<file path="src/rtl/ctrl_pkg.sv">
// Shared types and constants for the load-multiple / store-multiple sequencer.
package ctrl_pkg;

    typedef enum logic [1:0] {
        IDLE = 2'd0,
        XFER = 2'd1,
        DONE = 2'd2
    } lmsm_state_t;

    localparam logic MODE_LM = 1'b0;
    localparam logic MODE_SM = 1'b1;

endpackage

</file>
<file path="src/rtl/prio_enc_lsb.sv">
// Lowest-set-bit priority encoder; purely combinational.
module prio_enc_lsb #(
    parameter int N = 8,
    localparam int AW = $clog2(N)
) (
    input  logic [N-1:0]  in_vec,
    output logic [AW-1:0] idx,
    output logic          valid
);

    // Scanning from the top down lets the lowest set bit overwrite last.
    always_comb begin
        idx = '0;
        for (int i = N - 1; i >= 0; i--) begin
            if (in_vec[i]) begin
                idx = AW'(i);
            end
        end
        valid = |in_vec;
    end

endmodule

</file>
<file path="src/rtl/lmsm_sequencer.sv">
// Load-multiple / store-multiple transfer engine: walks the register mask
// lowest-first, one register per memory handshake, then pulses done.
//
//  state | meaning
//  IDLE  | waiting for start; operands latched on accept
//  XFER  | one memory access per set mask bit, held until mem_ready
//  DONE  | one-cycle completion pulse, back to IDLE
module lmsm_sequencer
    import ctrl_pkg::*;
#(
    parameter int DATA_W    = 16,
    parameter int NREGS     = 8,
    parameter int ADDR_W    = 16,
    parameter int ADDR_STEP = 1,
    localparam int REG_AW   = $clog2(NREGS)
) (
    input  logic              clk,
    input  logic              reset,
    input  logic              start,
    input  logic              mode,
    input  logic [ADDR_W-1:0] base_addr,
    input  logic [NREGS-1:0]  reg_mask,
    output logic              busy,
    output logic              done,
    output logic [REG_AW:0]   xfer_count,
    output logic              mem_req,
    output logic              mem_we,
    output logic [ADDR_W-1:0] mem_addr,
    output logic [DATA_W-1:0] mem_wdata,
    input  logic [DATA_W-1:0] mem_rdata,
    input  logic              mem_ready,
    output logic [REG_AW-1:0] rf_raddr,
    input  logic [DATA_W-1:0] rf_rdata,
    output logic              rf_we,
    output logic [REG_AW-1:0] rf_waddr,
    output logic [DATA_W-1:0] rf_wdata
);

    localparam logic [ADDR_W-1:0] ADDR_INC = ADDR_W'(ADDR_STEP);
    localparam logic [REG_AW:0]   CNT_ONE  = (REG_AW + 1)'(1);

    lmsm_state_t       state_q, state_d;
    logic [NREGS-1:0]  mask_q, mask_d, mask_clr;
    logic [ADDR_W-1:0] addr_q, addr_d;
    logic              mode_q, mode_d;
    logic [REG_AW:0]   count_q, count_d;
    logic              busy_q, done_q, req_q, we_q;
    logic [REG_AW-1:0] cur_reg;
    logic              cur_valid;

    prio_enc_lsb #(.N(NREGS)) u_prio_enc (
        .in_vec (mask_q),
        .idx    (cur_reg),
        .valid  (cur_valid)
    );

    always_comb begin
        state_d           = state_q;
        mask_d            = mask_q;
        addr_d            = addr_q;
        mode_d            = mode_q;
        count_d           = count_q;
        mask_clr          = mask_q;
        mask_clr[cur_reg] = 1'b0;
        case (state_q)
            IDLE: begin
                if (start) begin
                    mode_d  = mode;
                    addr_d  = base_addr;
                    mask_d  = reg_mask;
                    count_d = '0;
                    state_d = (reg_mask != '0) ? XFER : DONE;
                end
            end
            XFER: begin
                if (mem_ready && cur_valid) begin
                    mask_d  = mask_clr;
                    addr_d  = addr_q + ADDR_INC;
                    count_d = count_q + CNT_ONE;
                    if (mask_clr == '0) begin
                        state_d = DONE;
                    end
                end
            end
            DONE:    state_d = IDLE;
            default: state_d = IDLE;
        endcase
    end

    // Status outputs are registered from the next state so they change on the edge.
    always_ff @(posedge clk) begin
        if (reset) begin
            state_q <= IDLE;
            mask_q  <= '0;
            addr_q  <= '0;
            mode_q  <= MODE_LM;
            count_q <= '0;
            busy_q  <= 1'b0;
            done_q  <= 1'b0;
            req_q   <= 1'b0;
            we_q    <= 1'b0;
        end else begin
            state_q <= state_d;
            mask_q  <= mask_d;
            addr_q  <= addr_d;
            mode_q  <= mode_d;
            count_q <= count_d;
            busy_q  <= (state_d != IDLE);
            done_q  <= (state_d == DONE);
            req_q   <= (state_d == XFER);
            we_q    <= (state_d == XFER) && (mode_d == MODE_SM);
        end
    end

    assign busy       = busy_q;
    assign done       = done_q;
    assign xfer_count = count_q;
    assign mem_req    = req_q;
    assign mem_we     = we_q;
    assign mem_addr   = addr_q;
    assign rf_raddr   = cur_reg;
    assign rf_waddr   = cur_reg;
    assign mem_wdata  = rf_rdata;
    assign rf_wdata   = mem_rdata;
    assign rf_we      = req_q && mem_ready && (mode_q == MODE_LM);

endmodule
</file>
<file path="config.mk">
export PLATFORM = sky130hd
export DESIGN_NAME = lmsm_sequencer
export DESIGN_NICKNAME = d
export VERILOG_FILES = /design/src/rtl/ctrl_pkg.sv /design/src/rtl/prio_enc_lsb.sv /design/src/rtl/lmsm_sequencer.sv
export SDC_FILE = /design/constraint.sdc
export NUM_CORES = 1
export LEC_CHECK = 0
export BUFFER_PORTS_ARGS = -buffer_cell sky130_fd_sc_hd__buf_2
export CAP_MARGIN = 20
export CORE_AREA = 2 2 76 78
export DETAILED_ROUTE_END_ITERATION = 8
export DIE_AREA = 0 0 78 80
export PLACE_DENSITY = 0.88
export SYNTH_ARGS = -nofsm -noshare
export SYNTH_HDL_FRONTEND = slang
export SYNTH_HIERARCHICAL = 1
export SYNTH_SLANG_ARGS = --single-unit
</file>
<file path="constraint.sdc">
create_clock -name clk -period 2.9 [get_ports clk]
set_clock_uncertainty 0.05 [all_clocks]
set_input_delay 0 -clock clk [delete_from_list [all_inputs] [get_ports clk]]
set_output_delay 0 -clock clk [all_outputs]
set_load 0.05 [all_outputs]
</file>
# Yosys cells after proc, flatten, opt, wreduce, memory -nomap -nowiden
# Cells that the tools add are included.
dict set report word_totals {
  ff_bits 35
  in_bits 61
  out_inout_bits 63
  word_cells 59
}
dict set report classes {
  n_addsub 2
  order_cmp 2
  eq_ne 5
  muxes 26
  bitwise 3
  n_reduce_logical 12
}
# cell count
set ops {}
lappend ops {{16-bit two-way mux} 2}
lappend ops {{16-bit one-hot mux with 2 select lines} 1}
lappend ops {{3-bit two-way mux} 8}
lappend ops {{16-bit by 1-bit adder with 16-bit output, second input constant} 1}
lappend ops {{8-bit two-way mux} 2}
lappend ops {{8-bit one-hot mux with 2 select lines} 1}
lappend ops {{8-bit bitwise AND} 1}
lappend ops {{8-bit zero test} 1}
lappend ops {{2-bit two-way mux} 4}
lappend ops {{4-bit two-way mux} 2}
lappend ops {{8-bit inverter} 1}
lappend ops {{4-bit one-hot mux with 2 select lines} 1}
lappend ops {{8-bit nonzero test} 1}
lappend ops {{8-bit OR reduction} 1}
lappend ops {{1-bit logical AND} 5}
lappend ops {{4-bit by 1-bit adder with 4-bit output, second input constant} 1}
lappend ops {{2-bit by 1-bit equality test with 1-bit output, second input constant} 2}
lappend ops {{3-bit by 4-bit less-than comparator with 1-bit output, second input constant} 1}
lappend ops {{2-bit inequality test, second input constant} 2}
lappend ops {{2-bit one-hot mux with 2 select lines} 1}
lappend ops {{2-bit nonzero test} 2}
lappend ops {{1-bit demux with 3-bit select} 1}
lappend ops {{3-bit by 1-bit greater-or-equal comparator with 1-bit output, second input constant} 1}
lappend ops {{1-bit two-way mux} 3}
lappend ops {{4 further kinds} 4}

# Longest topological paths before layout
dict set report depth {
  ltp_word 20
  mapped_depth 8
  depth_no_buf 7
}

# Modules after synthesis
# The synthesis kept the hierarchy.
# module instances cells_each area_each_um2 seq_area_each_um2
set by_module_without_submodules {}
lappend by_module_without_submodules {lmsm_sequencer 1 296 2265.9 700.7}
lappend by_module_without_submodules {prio_enc_lsb 1 13 81.3 0.0}

# Worst setup path after synthesis
# No wires, ideal clock.
dict set report synth_timing {
  path_kind {flip-flop to flip-flop}
  start {register mask_q[4]}
  end {register req_q (netlist: mem_req)}
  setup_ns 0.134
  t_arrival_ns 3.304
  required_ns 2.716
  slack_ns -0.588
  stages_incl_launch_ff 6
  path_buffers 0
  period_less_slack_ns 3.488
  path_cell_list {dfxtp_1 -> o41ai_1 -> or3b_1 -> o32ai_1 -> a2bb2oi_1 -> a211oi_1}
}
dict set report synth_between {
  elab_chain_cells 16
  word_cells_on_any_way 19
  classes_between {order compare (2); eq/ne (1); mux (10); bitwise (2); reduce/logical (4)}
}
# item line
set synth_lines {}
lappend synth_lines {{from (decl)} lmsm_sequencer.sv:43} ;# logic [NREGS-1:0] mask_q, mask_d, mask_clr;
lappend synth_lines {{from (signal assigned)} lmsm_sequencer.sv:104} ;# mask_q <= mask_d;
lappend synth_lines {{3-bit two-way mux (*) (5 in series)} prio_enc_lsb.sv:15} ;# if (in_vec[i]) begin
lappend synth_lines {{net rf_raddr[0]} lmsm_sequencer.sv:32} ;# output logic [REG_AW-1:0] rf_raddr,
lappend synth_lines {{3-bit by 4-bit less-than comparator with 1-bit output (implied by the code) / 3-bit by 1-bit greater-or-equal comparator with 1-bit output (equally long branches)} lmsm_sequencer.sv:64} ;# mask_clr[cur_reg] = 1'b0;
lappend synth_lines {{1-bit logical AND (implied by the code)} lmsm_sequencer.sv:64}
lappend synth_lines {{1-bit two-way mux (implied by the code)} lmsm_sequencer.sv:64}
lappend synth_lines {{1-bit demux with 3-bit select (*)} lmsm_sequencer.sv:64}
lappend synth_lines {{8-bit inverter (no source line) (*)} n/a}
lappend synth_lines {{8-bit bitwise AND (no source line) (*)} n/a}
lappend synth_lines {{8-bit zero test (*)} lmsm_sequencer.sv:80} ;# if (mask_clr == '0) begin
lappend synth_lines {{2-bit two-way mux (*)} lmsm_sequencer.sv:80}
lappend synth_lines {{2-bit two-way mux (*)} lmsm_sequencer.sv:76} ;# if (mem_ready && cur_valid) begin
lappend synth_lines {{2-bit one-hot mux with 2 select lines (*)} lmsm_sequencer.sv:65} ;# case (state_q)
lappend synth_lines {{2-bit by 1-bit equality test with 1-bit output (*)} lmsm_sequencer.sv:110} ;# req_q <= (state_d == XFER);
lappend synth_lines {{to (signal assigned)} lmsm_sequencer.sv:110}
lappend synth_lines {{to (decl)} lmsm_sequencer.sv:47} ;# logic busy_q, done_q, req_q, we_q;
# Mark *: on every way through the listed nets, which the timed path passes. The rest lies on a longest branch.
# A chain may end at the register's enable or synchronous reset.

# Worst setup path after layout
dict set report layout_timing {
  start {register mask_q[4]}
  end {register req_q (netlist: mem_req)}
}
dict set report layout_between {
  elab_chain_cells 16
  word_cells_on_any_way 19
  classes_between {order compare (2); eq/ne (1); mux (10); bitwise (2); reduce/logical (4)}
}
# item line
set layout_lines {}
lappend layout_lines {{3-bit two-way mux (5 in series)} prio_enc_lsb.sv:15}
lappend layout_lines {{3-bit by 4-bit less-than comparator with 1-bit output (implied by the code) / 3-bit by 1-bit greater-or-equal comparator with 1-bit output (equally long branches)} lmsm_sequencer.sv:64}
lappend layout_lines {{1-bit logical AND (implied by the code)} lmsm_sequencer.sv:64}
lappend layout_lines {{1-bit two-way mux (implied by the code)} lmsm_sequencer.sv:64}
lappend layout_lines {{1-bit demux with 3-bit select} lmsm_sequencer.sv:64}
lappend layout_lines {{8-bit inverter (no source line)} n/a}
lappend layout_lines {{8-bit bitwise AND (no source line)} n/a}
lappend layout_lines {{8-bit zero test} lmsm_sequencer.sv:80}
lappend layout_lines {{2-bit two-way mux} lmsm_sequencer.sv:80}
lappend layout_lines {{2-bit two-way mux (*)} lmsm_sequencer.sv:76}
lappend layout_lines {{2-bit one-hot mux with 2 select lines (*)} lmsm_sequencer.sv:65}
lappend layout_lines {{2-bit by 1-bit equality test with 1-bit output (*)} lmsm_sequencer.sv:110}
# Every way passes the cells marked *; elsewhere a longest branch is shown, timed or not.

==> impl_metrics.ini <==
[status]
outcome = completed

[drt]
drc = 0
wire_per_inst_um = 14.1
met2_length_um = 3140
ant_nets = 0
vias = 2456
highest_layer = met4
first_pass_iters = 4
drt_iter0_markers = 148
wl_met3_um = 459
routed_wl_um = 6300
wl_met1_um = 2640
vias_per_cell = 5.48

[global_route]
antenna_found_initial = 0
grt_max_degree = 44
globalRoute.totalOverflow = 0
grt_pass1_wl_um = 9920
first_global_vias = 2099
grtUsageTotal_pct = 19.7

[setup_path]
critPathSlowestCell = a21boi_1
crit_path_end_kind = register
r2r_slack_ps = 410
cp.required_ps = 2970
critical_path_peak_fanout = 13
critPathLaunchType = register
critPathTopFamily = compound AO/OA/AOI/OAI gates
cpPeakStageDelay_ps = 670
crit_chain = nor2_1, o21ai_0, a21boi_1, nand2_1, o311ai_0, and3_1, a211oi_1
path_class = register to register
path_buf_inv = 0
cp.arrival_ps = 2560

[run]
drv_cap = 0

[synth]
synthCells = 309
syn_avg_cell_area_um2 = 7.60
synthMuxAreaShare_pct = 1.33
synth_compound_area_share_pct = 22.8
synthXorXnorAreaFrac_pct = 0.746
async_flop_share_pct = 0
synthSimpleGateAreaFrac_pct = 28.1
synth_fp_nets = 372
synth_ff_type = dfxtp_1
netlist_top_cells_area = dfxtp_1 30%, buf_4 11%, a21oi_1 4.7%
netlist_area_um2 = 2350
synth_edf_count = 0
synth_seq_cells = 35
synth_top_area_share_pct = 29.9
yosys.area_share.adder_pct = 1.07
synth_area_leader_cell = dfxtp_1
yosysWarnings = 6
synth-seq-area-share_pct = 29.9
yosysUniqueCellTypes = 54
synth_top_family_by_area = simple AND/OR/NAND/NOR gates

[layout]
fillers = 497
final_core_util_pct = 55.9
nets = 438
layout_commonest_cell = buf_2
final_cell_mix = 59 x buf_2, 48 x dlygate4sd3_1, 35 x dfxtp_1, 26 x nand2_1, 22 x a21oi_1
layout-drive-gt1-share_pct = 21.5
area_growth_pct = 28.7
antenna_cells = 0

[sta]
fin_setup_tns_ps = 0
finalCritPeriodShare_pct = 85.8
fmax_mhz = 402
timing.hold.ws_ps = 12.7
fin_ws_ps = 413
hold_viol_final = 0
worstMarginPinSlew_ps = 820
rsz0062_at_grt = no
timing.slew.headroom_pct = 45.2
finalSetupViolCount = 0
period_minus_slack_ps = 2490
report.final.slew_viol_count = 0

[clock_tree]
clock_path_buffers = 2
cts_resized = 0
cts_sinks = 35
cts_tree = yes
root_buffer = clkbuf_8
htreeDepth = 2
cts_made_buffers = 5
insertion_delay_ps = 280
path_clk_slew_ps = 70

[die]
die-height_um = 80
die_w_um = 78
num_rows = 27
start_util_pct = 43.4
coreArea_um2 = 5410
io_pins = 124
dieArea_um2 = 6240

[pwr]
p_leak_uw = 0.00123
combinationalPowerShare_pct = 44.3
power_switching_uw = 787
total_power_uw = 1770
netSwitchingFraction_pct = 44.4
p_int_uw = 984
irDropWorstVdd_mv = 0.336
pwr-share-seq_pct = 33.5
power.density_nw_per_um2 = 586
p_clk_share_pct = 22.2

[placed_design]
place_worst_setup_slack_ps = 547
dp_hpwl_um = 4210
io_buffers = 59
globalplace.congestion = 0.921

[hold_path]
hold_path_class = input pin to register
## per-layer routing
metal	up-vias	track usage, %
met1	1119	24.3
met5	-	0
met4	0	5.44
met3	8	4.07
li1	1222	-
met2	107	34.8
## area by class of cell
| type | instances | area [um^2] | share of cell area [%] |
|---|---|---|---|
| multi-input cells | 210 | 1280 | 42.2 |
| repair buffers | 112 | 813 | 26.9 |
| flip-flops and latches | 35 | 701 | 23.2 |
| clock buffers | 8 | 100 | 3.31 |
| well taps | 72 | 90.1 | 2.98 |
| inverters | 11 | 41.3 | 1.37 |
## logic make-up after synthesis
group / count (synthesis)
AOI/OAI and AO/OA: 83
xor gates and xnor gates: 2
adders and majority gates: 2
buffers and inverters: 64
DFF: 35
muxes: 3
and+or+nand+nor: 120
## flip-flops by register name, summed over array words and instances, names as in the netlist
signal	flops
mask_q	8
mode_q	1
mem_we	1
mem_req	1
busy	1
state_q	2
xfer_count	4
mem_addr	16
done	1
## cell usage after synthesis (all sizes together), types with 3 or more instances
library cell and number:
nor2b 7, nand3 14, inv 11, or3b 3, buf 41, nand4 4, nor2 17, o211ai 4
a22oi 3, a21oi 22, o32ai 6, dfxtp 35, a211oi 7, a311oi 3, or4 3, nor4 6
nor3 10, nand2b 4, and2 5, or3 6, or2 3, clkbuf 12, nand2 26, a31oi 3
o21ai 21, nor3b 3, and3 4
## tightest hold or removal path, delay by kind of cell
family	cells	cell delay, ps
AND/OR/NAND/NOR	1	40
buffers and inverters	1	80
AO/OA/AOI/OAI	2	170
## through the flow
stage               instances  instance area (um^2)
floorplan                 309                  2350
global placement          392                  2440
detailed placement        392                  2440
CTS                       448                  3020
global route              448                  3020
finish                    448                  3020
## path summary, 6_finish.rpt
check                                  start                    endpoint  cells after the start
hold reg to reg   xfer_count[1]$_SDFFE_PP0P_  xfer_count[1]$_SDFFE_PP0P_                      2
setup / recovery      mask_q[4]$_SDFFE_PP0P_          mem_req$_SDFF_PP0_                      7
setup reg to reg      mask_q[4]$_SDFFE_PP0P_          mem_req$_SDFF_PP0_                      7
hold / removal                 base_addr[10]   mem_addr[10]$_SDFFE_PP0P_                      4
## power groups by stage
stage | clock network (uW) | logic, uW | registers [uW]
global placement | 0 | 625 | 599
finish | 393 | 785 | 593
CTS | 403 | 782 | 591
detailed placement | 0 | 640 | 602
floorplan | 0 | 505 | 717
global route | 433 | 836 | 602
## repair_timing
item                                   4_1_cts  5_1_grt
setup buffers                                0        0
setup endpoints to repair                    0        0
endpoints found under the hold margin       48        0
hold buffers                                48        0
(Power assumes the default switching activity.)
